===== src/rtl/fofb_setpoint_framer.sv =====
// FOFB setpoint framer: ping-pong capture of setpoint bursts, framed re-emit.
// Optional checksum trailer enabled by defining FRAMER_CHECKSUM_EN.
module fofb_setpoint_framer #(
  parameter int          RESULT_COUNT = 1,
  parameter logic [15:0] FRAME_MAGIC  = 16'hF0FB
) (
  input  logic        clk,
  input  logic        rst_n,
  input  logic        clearStrobe,
  input  logic        SETPOINT_TVALID,
  input  logic        SETPOINT_TLAST,
  input  logic [31:0] SETPOINT_TDATA,
  output logic        PS_TVALID,
  input  logic        PS_TREADY,
  output logic        PS_TLAST,
  output logic [31:0] PS_TDATA,
  output logic [31:0] status
);

  localparam int IW =
    (RESULT_COUNT > 1) ? $clog2(RESULT_COUNT) : 1;
  localparam logic [IW-1:0] LAST_IDX =
    IW'(RESULT_COUNT - 1);

  typedef enum logic [1:0] {
    B_FREE, B_FILLING, B_READY
  } bank_e;

  typedef enum logic [1:0] {
    CAP_IDLE, CAP_FILL, CAP_DISCARD
  } cap_e;

  typedef enum logic [1:0] {
    TX_IDLE, TX_HEADER, TX_DATA, TX_TRAILER
  } tx_e;

  logic [31:0]   r_mem [2][RESULT_COUNT];
  bank_e         r_bank [2];
  logic          r_wp;
  logic          r_rp;
  logic          w_rp_n;

  cap_e          r_cap;
  cap_e          w_cap_nxt;
  logic [IW-1:0] r_widx;
  logic [IW-1:0] w_widx_nxt;
  logic [IW-1:0] w_waddr;
  logic          r_ovr;
  logic          w_ovr_nxt;
  logic          w_free;
  logic          w_wr;
  logic          w_commit;
  logic          w_start;
  logic          w_abort;
  logic          w_short_inc;
  logic          w_long_inc;
  logic          w_ovr_inc;

  tx_e           r_tx;
  tx_e           w_tx_nxt;
  logic [IW-1:0] r_ridx;
  logic [IW-1:0] w_ridx_nxt;
  logic [IW-1:0] w_ridx_inc;
  logic          w_fire;
  logic          w_done;
  logic          w_load;
  logic          w_hdr_ld;
  logic [31:0]   w_word;
  logic          w_word_last;

  logic          r_valid;
  logic          r_last;
  logic [31:0]   r_data;
  logic [7:0]    r_seq;
  logic [7:0]    r_short_cnt;
  logic [7:0]    r_long_cnt;
  logic [7:0]    r_ovr_cnt;

`ifdef FRAMER_CHECKSUM_EN
  logic [31:0]   r_sum;
`endif

  function automatic logic [31:0] hdr(
    input logic [7:0] s
  );
    return {FRAME_MAGIC, s, 8'(RESULT_COUNT)};
  endfunction

  function automatic logic [7:0] bump(
    input logic [7:0] c,
    input logic       inc,
    input logic       clr
  );
    if (clr)
      return 8'd0;
    else if (inc && c != 8'hFF)
      return c + 8'd1;
    else
      return c;
  endfunction

  assign w_fire     = r_valid && PS_TREADY;
  assign w_rp_n     = ~r_rp;
  assign w_ridx_inc = r_ridx + IW'(1);

  // a bank released this cycle by transmit may be claimed immediately
  assign w_free = (r_bank[r_wp] == B_FREE) ||
                  (w_done && (r_rp == r_wp));

  assign w_waddr = (r_cap == CAP_IDLE) ? '0 : r_widx;

  always_comb begin
    w_cap_nxt   = r_cap;
    w_widx_nxt  = r_widx;
    w_ovr_nxt   = r_ovr;
    w_wr        = 1'b0;
    w_commit    = 1'b0;
    w_start     = 1'b0;
    w_abort     = 1'b0;
    w_short_inc = 1'b0;
    w_long_inc  = 1'b0;
    w_ovr_inc   = 1'b0;
    if (SETPOINT_TVALID) begin
      unique case (r_cap)
        CAP_IDLE: begin
          if (!w_free) begin
            if (SETPOINT_TLAST) begin
              w_ovr_inc = 1'b1;
            end else begin
              w_cap_nxt = CAP_DISCARD;
              w_ovr_nxt = 1'b1;
            end
          end else begin
            w_wr = 1'b1;
            if (LAST_IDX == '0) begin
              if (SETPOINT_TLAST) begin
                w_commit = 1'b1;
              end else begin
                w_long_inc = 1'b1;
                w_abort    = 1'b1;
                w_cap_nxt  = CAP_DISCARD;
                w_ovr_nxt  = 1'b0;
              end
            end else if (SETPOINT_TLAST) begin
              w_short_inc = 1'b1;
            end else begin
              w_start    = 1'b1;
              w_widx_nxt = IW'(1);
              w_cap_nxt  = CAP_FILL;
            end
          end
        end
        CAP_FILL: begin
          w_wr = 1'b1;
          if (r_widx == LAST_IDX) begin
            if (SETPOINT_TLAST) begin
              w_commit  = 1'b1;
              w_cap_nxt = CAP_IDLE;
            end else begin
              w_long_inc = 1'b1;
              w_abort    = 1'b1;
              w_cap_nxt  = CAP_DISCARD;
              w_ovr_nxt  = 1'b0;
            end
          end else if (SETPOINT_TLAST) begin
            w_short_inc = 1'b1;
            w_abort     = 1'b1;
            w_cap_nxt   = CAP_IDLE;
          end else begin
            w_widx_nxt = r_widx + IW'(1);
          end
        end
        CAP_DISCARD: begin
          if (SETPOINT_TLAST) begin
            w_ovr_inc = r_ovr;
            w_ovr_nxt = 1'b0;
            w_cap_nxt = CAP_IDLE;
          end
        end
        default: w_cap_nxt = CAP_IDLE;
      endcase
    end
  end

  always_ff @(posedge clk or negedge rst_n) begin
    if (!rst_n) begin
      r_cap  <= CAP_IDLE;
      r_widx <= '0;
      r_ovr  <= 1'b0;
    end else begin
      r_cap  <= w_cap_nxt;
      r_widx <= w_widx_nxt;
      r_ovr  <= w_ovr_nxt;
    end
  end

  always_ff @(posedge clk) begin
    if (w_wr)
      r_mem[r_wp][w_waddr] <= SETPOINT_TDATA;
  end

  // capture updates come last so a same-cycle reclaim wins over release
  always_ff @(posedge clk or negedge rst_n) begin
    if (!rst_n) begin
      r_bank[0] <= B_FREE;
      r_bank[1] <= B_FREE;
      r_wp      <= 1'b0;
      r_rp      <= 1'b0;
    end else begin
      if (w_done) begin
        r_bank[r_rp] <= B_FREE;
        r_rp         <= w_rp_n;
      end
      if (w_start)
        r_bank[r_wp] <= B_FILLING;
      if (w_abort)
        r_bank[r_wp] <= B_FREE;
      if (w_commit) begin
        r_bank[r_wp] <= B_READY;
        r_wp         <= ~r_wp;
      end
    end
  end

  // state names the word currently held in the output register
  always_comb begin
    w_tx_nxt    = r_tx;
    w_ridx_nxt  = r_ridx;
    w_load      = 1'b0;
    w_hdr_ld    = 1'b0;
    w_word      = r_data;
    w_word_last = 1'b0;
    w_done      = 1'b0;
    unique case (r_tx)
      TX_IDLE: begin
        if (r_bank[r_rp] == B_READY) begin
          w_load   = 1'b1;
          w_hdr_ld = 1'b1;
          w_word   = hdr(r_seq);
          w_tx_nxt = TX_HEADER;
        end
      end
      TX_HEADER: begin
        if (w_fire) begin
          w_load     = 1'b1;
          w_word     = r_mem[r_rp][0];
`ifdef FRAMER_CHECKSUM_EN
          w_word_last = 1'b0;
`else
          w_word_last = (LAST_IDX == '0);
`endif
          w_ridx_nxt = '0;
          w_tx_nxt   = TX_DATA;
        end
      end
      TX_DATA: begin
        if (w_fire) begin
          if (r_ridx != LAST_IDX) begin
            w_load     = 1'b1;
            w_word     = r_mem[r_rp][w_ridx_inc];
`ifdef FRAMER_CHECKSUM_EN
            w_word_last = 1'b0;
`else
            w_word_last = (w_ridx_inc == LAST_IDX);
`endif
            w_ridx_nxt = w_ridx_inc;
          end else begin
`ifdef FRAMER_CHECKSUM_EN
            w_load      = 1'b1;
            w_word      = -r_sum;
            w_word_last = 1'b1;
            w_tx_nxt    = TX_TRAILER;
`else
            w_done = 1'b1;
`endif
          end
        end
      end
      TX_TRAILER: begin
        if (w_fire)
          w_done = 1'b1;
      end
      default: w_tx_nxt = TX_IDLE;
    endcase
    if (w_done) begin
      w_tx_nxt = TX_IDLE;
      if (r_bank[w_rp_n] == B_READY) begin
        w_load   = 1'b1;
        w_hdr_ld = 1'b1;
        w_word   = hdr(r_seq + 8'd1);
        w_tx_nxt = TX_HEADER;
      end
    end
  end

  always_ff @(posedge clk or negedge rst_n) begin
    if (!rst_n) begin
      r_tx    <= TX_IDLE;
      r_ridx  <= '0;
      r_valid <= 1'b0;
      r_last  <= 1'b0;
      r_data  <= '0;
      r_seq   <= '0;
    end else begin
      r_tx   <= w_tx_nxt;
      r_ridx <= w_ridx_nxt;
      if (w_load) begin
        r_valid <= 1'b1;
        r_data  <= w_word;
        r_last  <= w_word_last;
      end else if (w_fire) begin
        r_valid <= 1'b0;
        r_last  <= 1'b0;
      end
      if (w_done)
        r_seq <= r_seq + 8'd1;
    end
  end

`ifdef FRAMER_CHECKSUM_EN
  always_ff @(posedge clk or negedge rst_n) begin
    if (!rst_n)
      r_sum <= '0;
    else if (w_load)
      r_sum <= w_hdr_ld ? w_word : r_sum + w_word;
  end
`endif

  always_ff @(posedge clk or negedge rst_n) begin
    if (!rst_n) begin
      r_short_cnt <= '0;
      r_long_cnt  <= '0;
      r_ovr_cnt   <= '0;
    end else begin
      r_short_cnt <= bump(r_short_cnt, w_short_inc,
                          clearStrobe);
      r_long_cnt  <= bump(r_long_cnt, w_long_inc,
                          clearStrobe);
      r_ovr_cnt   <= bump(r_ovr_cnt, w_ovr_inc,
                          clearStrobe);
    end
  end

  assign PS_TVALID = r_valid;
  assign PS_TLAST  = r_last;
  assign PS_TDATA  = r_data;
  assign status    = {r_ovr_cnt, r_short_cnt,
                      r_long_cnt, r_seq};

endmodule


===== config.mk =====
export PLATFORM = sky130hd
export DESIGN_NAME = fofb_setpoint_framer
export DESIGN_NICKNAME = d
export VERILOG_FILES = /design/src/rtl/fofb_setpoint_framer.sv
export SDC_FILE = /design/constraint.sdc
export NUM_CORES = 1
export LEC_CHECK = 0
export CELL_PAD_IN_SITES_DETAIL_PLACEMENT = 1
export CELL_PAD_IN_SITES_GLOBAL_PLACEMENT = 1
export CORE_ASPECT_RATIO = 0.9
export CORE_MARGIN = 4
export CORE_UTILIZATION = 43
export DETAILED_ROUTE_END_ITERATION = 10
export PLACE_DENSITY = 0.81
export SLEW_MARGIN = 30
export SYNTH_ARGS = -nofsm -noshare
export SYNTH_HDL_FRONTEND = slang
export SYNTH_SLANG_ARGS = --single-unit

===== constraint.sdc =====
create_clock -name clk -period 5.9 [get_ports clk]
set_input_delay 0.885 -clock clk [delete_from_list [all_inputs] [get_ports clk]]
set_output_delay 0.885 -clock clk [all_outputs]
set_load 0.05 [all_outputs]

==> results of run 1 <==
-- worst reg2reg max path, stage by stage, from the launching register on --
cell and delay (ns):
dfrtp_1 0.46, inv_1 0.14, ha_1 0.22, nand3_1 0.25, nor2_2 0.75, nand2_1 0.55
o22ai_1 0.31, a221o_1 0.13
-- power groups by stage --
stage               clock network (mW)  registers, mW  logic [mW]
floorplan                            0           1.70       0.682
global placement                     0           1.45        1.32
detailed placement                   0           1.47        1.37
CTS                               1.17           1.46        1.39
global route                      1.22           1.48        1.49
finish                            1.16           1.46        1.40
-- cell usage after synthesis, drive strengths merged (5+ instances only) --
master and instances:
o2bb2ai 13, clkbuf 10, inv 11, nor2b 5
nor2 40, nand2 35, xor2 11, nand4 8
xnor2 19, edfxtp 64, buf 15, mux2 17
mux2i 20, dfrtp 78, a21oi 16, nand3 14
o21ai 21, ha 18, a221o 15, nor3 6
-- layout make-up --
| class | instances | area share |
|---|---|---|
| clock inverters | 15 | 0.0255 |
| flip-flops and latches | 142 | 0.467 |
| multi-input cells | 323 | 0.293 |
| well taps | 198 | 0.0298 |
| inverters | 11 | 0.00497 |
| repair buffers | 105 | 0.128 |
| clock buffers | 17 | 0.0513 |
-- per-layer routing --
layer | track usage | up-vias | routed length [um]
met2 | 0.348 | 140 | 8840
met1 | 0.273 | 2321 | 7360
met5 | 0 | - | 0
li1 | - | 2064 | -
met3 | 0.0469 | 26 | 896
met4 | 0.0822 | 0 | 287
-- cell families after synthesis --
logic type / Yosys count / synth area share
flip-flops: 142 / 0.600
AND/OR/NAND/NOR: 138 / 0.108
AO/OA/AOI/OAI: 100 / 0.126
multiplexers: 37 / 0.0607
buffers and inverters: 36 / 0.0264
XOR/XNOR: 30 / 0.0436
adder cells (fa/ha/maj): 18 / 0.0349
-- worst min path at each step --
stage | slack, ns | cells past startpoint | endpoint | startpoint
2_1_floorplan | 0.49 | 2 | PS_TDATA[27] | r_mem[0][27]
3_3_place_gp | 0.49 | 1 | PS_TDATA[3] | PS_TDATA[3]
3_5_place_dp | 0.50 | 1 | PS_TDATA[9] | PS_TDATA[9]
4_1_cts | 0.52 | 1 | PS_TDATA[21] | rst_n
5_1_grt | 0.53 | 1 | PS_TDATA[21] | rst_n
6_report | 0.47 | 1 | PS_TDATA[21] | rst_n
-- state kept, by name (all words and copies together) (netlist names), 2 cells and up --
name and flops:
r_bank 4, r_long_cnt 8, r_tx 2, r_seq 8, r_mem 64, r_ovr_cnt 8
PS_TDATA 32, r_cap 2, r_short_cnt 8
==> metrics, run 1 <==
Finished Layout Cells=811; stages on the worst setup path=6; DR pass1 iterations=4; Mapped Nets=around 560; P per Cell Area=484 nW/um2; hold-fix buffers at CTS=0; cts repair resizes=0; CP Launch Point=PS_TREADY; #FFs+latches synth=between 100 and 150; Synth warnings=0; switching pwr=between 1.5 and 2 mW; CTS buffer count=17; Hold Violations, Final=0; Max-slew headroom=0.414; setup TNS=0 ns; # DRC=0; maximum vdd drop=a little under 300 uV; Worst R2R Start=r_tx[1]; Starting Density=0.439; CP endpoint kind=flop; antenna-violating nets left=0; Site Rows=42; Slew @ Worst Pin=around 0.9 ns; dpl cells=778; distinct cell type count after synthesis=64; Max clock buf depth=2; global-route wire length before repair=around 28,000 um; Clock power frac=0.289; dpl cell area=7630 um2; clk slew on worst S/H paths=about 0.060 ns; synthesized cell area=about 6500 um2; Lkg Pwr=between 3 and 4 nW; worst-path fanout max=19; Comb pwr share=0.349; Die Span Y=between 100 and 150 um; io pins=about 100; Net Sw Frac=0.382; # fillers=1,463; delay-heaviest family, CP=simple AND/OR/NAND/NOR gates; critical path class=in2reg; register area share after synthesis=0.600; fin nets=approximately 660; port bufs=around 100; Crit path arrival time=approximately 3.5 ns; gp weighted congestion=0.861; share of post-route cells with drive strength above 1=0.116; commonest cells after routing, fill and taps aside=clkdlybuf4s50_1, dfrtp_1, edfxtp_1, nor2_1, nand2_1; ys flop type=dfrtp_1; Finished Cell Area=8300 um2; dpl hpwl=11,400 um; Synth area leader=dfrtp_1; Clock Sinks=roughly 140; most common cell after layout, fill and taps aside=clkdlybuf4s50_1; worst setup path endpoint=PS_TDATA[15]; register area=between 3000 and 4000 um2; Worst Hold Class=in2async; Pins Over Slew Limit=0; vias in the first global route=a little under 5k; async set-reset flop share out of synthesis=0.549; Ant. Diodes=0; Global Route Usage Sum=0.212; Multi-input gate area=about 2400 um2; initial antenna violation count=0; 1st-iter DRT viols=around 200; register share of total power=0.363; Max Cap Viol=0; Max Freq=roughly 320 MHz; CTS tree=done; final setup vio count=0; Die Area=approximately 17,000 um2; Final Util=0.564; DR vias=~4.6k; CP Launch Type=input pin; largest net degree at the start of global routing=slightly below 80; syn avg cell area=about 13 um2; Worst R2R End=PS_TDATA[15]; postcts setup bufs=0; Cell Chain, Critical Path=clkdlybuf4s50_1, nand3_1, nor2_2, nand2_1, o22ai_1, a221o_1; Clock Skew=0.00885 ns; Post-synth EDFFs=64; minimum clock period=around 3.1 ns; Worst Reg2Reg Path Length in Cells=7; R2R setup slack=between 3 and 4 ns; slowest cell delay on critical path=between 0.7 and 0.8 ns; CORE AREA=between 10,000 and 15,000 um2; final worst-path cycle share=0.531; Root Driver=clkbuf_16; Power Total=between 4 and 5 mW; internal power=2.49 mW; top cells by area, synth=dfrtp_1, edfxtp_1, ha_1; Crit path required time=around 6.3 ns; vias per cell=around 5.6; WL/cell=between 20 and 25 um; P&R area growth vs syn=28.6%; Post-Synthesis Cells=around 500; H-tree depth=4; RSZ-0062 raised after global routing=no; Setup WS post-layout=between 2 and 3 ns; Placement Setup Slack=about 2.3 ns; CP max stage cell=nor2_2; Clk Latency, worst-skew pair=0.43 ns; post-synth top area share=0.303; GR Overflow Total=0; WL final=17,400 um; status=finished clean; hold_ws=about 0.47 ns; Die X=roughly 140 um; WP buf/inv=1
(Power assumes the default switching activity.)
==> run 2: changes to the inputs <==
==> constraint.sdc (replaced) <==
create_clock -name clk -period 2.9 [get_ports clk]
set_input_delay 0.435 -clock clk [delete_from_list [all_inputs] [get_ports clk]]
set_output_delay 0.435 -clock clk [all_outputs]
set_load 0.05 [all_outputs]
==> metrics, run 2 (synthesis gave the netlist of run 1 again) <==
Hold Violations, Final=0; Max-slew headroom=0.427; H-tree depth=4; CP Launch Type=flop; Pins Over Slew Limit=0; port bufs=approximately 100; hold-fix buffers at CTS=0; fin nets=~670; worst-path fanout max=13; commonest cells after routing, fill and taps aside=clkdlybuf4s50_1, dfrtp_1, edfxtp_1, nor2_1, nand2_1; largest net degree at the start of global routing=43; Max Freq=372 MHz; switching pwr=about 3 mW; dpl hpwl=around 12,000 um; dpl cell area=7770 um2; Root Driver=clkbuf_16; DR pass1 iterations=5; clk slew on worst S/H paths=0.06 ns; final worst-path cycle share=0.927; Max clock buf depth=2; share of post-route cells with drive strength above 1=0.133; Clock Skew=just under 0.007 ns; Die X=~140 um; vias in the first global route=just over 5k; # DRC=0; Starting Density=0.439; Crit path required time=~3.2 ns; Site Rows=42; initial antenna violation count=0; P per Cell Area=approximately 960 nW/um2; Global Route Usage Sum=0.209; most common cell type on the critical path=buf_4; CP endpoint kind=flop; Clock Sinks=approximately 140; WL/cell=20.8 um; Lkg Pwr=roughly 3.3 nW; dpl cells=795; CORE AREA=approximately 15,000 um2; Worst Hold Class=in2async; CP max stage cell=dfrtp_1; global-route wire length before repair=about 28,000 um; register share of total power=0.348; Clock power frac=0.264; max reg flops=64; CTS tree=done; final setup vio count=0; critical path class=reg2reg; vias per cell=5.57; Crit path arrival time=around 3 ns; io pins=roughly 100; status=finished clean; slowest cell delay on critical path=roughly 0.47 ns; antenna-violating nets left=0; Finished Cell Area=between 8000 and 9000 um2; Die Span Y=124 um; WL final=17,300 um; CP Launch Point=r_tx[0]; GR Overflow Total=0; Clk Latency, worst-skew pair=0.42 ns; RSZ-0062 raised after global routing=no; 1st-iter DRT viols=between 200 and 250; Slew @ Worst Pin=around 0.86 ns; maximum vdd drop=around 680 uV; DR vias=~4.6k; most flop-heavy register=r_mem; cts repair resizes=0; Ant. Diodes=0; most common cell after layout, fill and taps aside=clkdlybuf4s50_1; minimum clock period=between 2 and 3 ns; setup TNS=0 ns; Finished Layout Cells=around 830; hold_ws=between 0.006 and 0.007 ns; CTS buffer count=17; postcts setup bufs=0; gp weighted congestion=approximately 0.82; internal power=roughly 5 mW; Cell Chain, Critical Path=inv_1, ha_1, o211a_4, buf_4, o21ai_2, o21ai_4, o22ai_2, buf_4, o2bb2ai_1; Worst R2R Start=r_tx[0]; Comb pwr share=0.387; Max Cap Viol=0; P&R area growth vs syn=29.7%; Net Sw Frac=0.381; Die Area=17,000 um2
[run 2: critical path, delay by kind of cell (launching register included)]
family | cells | cell delay, ns
flip-flops | 1 | 0.47
buffers and inverters | 3 | 0.60
adder cells (fa/ha/maj) | 1 | 0.27
AO/OA/AOI/OAI | 5 | 1.26
[run 2: power groups by stage]
| stage | sequential [mW] | combinational, mW | clock (mW) |
|---|---|---|---|
| 2_1_floorplan | 3.45 | 1.40 | 0 |
| 3_3_place_gp | 2.79 | 2.97 | 0 |
| 3_5_place_dp | 2.81 | 3.07 | 0 |
| 4_1_cts | 2.79 | 3.11 | 2.15 |
| 5_1_grt | 2.83 | 3.31 | 2.25 |
| 6_report | 2.79 | 3.10 | 2.12 |
[run 2: metrics by stage]
| stage | setup slack, ns | total power [mW] | utilization |
|---|---|---|---|
| after floorplan | 0.230 | 4.85 | - |
| after global routing | 0.0469 | 8.39 | 0.569 |
| after CTS | 0.180 | 8.05 | 0.567 |
| final | 0.213 | 8.01 | 0.569 |
| after global placement | 0.130 | 5.76 | 0.528 |
| after detailed placement | 0.0326 | 5.89 | 0.528 |
[run 2: path summary, 6_finish.rpt]
kind	to	slack, ns	cells past startpoint
worst max-delay path	PS_TDATA[6]	0.21	9
worst min-delay path	PS_TDATA[23]	0.007	1
worst max register to register	PS_TDATA[6]	0.21	9
worst min register to register	PS_TDATA[2]	0.50	1
max in group asynchronous	PS_TDATA[16]	2.15	2
min in group clk	PS_TDATA[2]	0.50	1
[run 2: cell type report]
class	instances	area, um2
fill	1496	6340
sequential	142	3870
multi-input combinational	323	2430
timing repair buffer	122	1200
clock buffer	21	450
tap	198	248
clock inverter	11	118
inverter	11	41.3
[run 2: metal layers]
metal / global-route usage / part of all wire
met1: 0.265 / 0.43
met2: 0.351 / 0.51
met3: 0.0538 / 0.050
met4: 0.0646 / 0.014
met5: 0 / 0
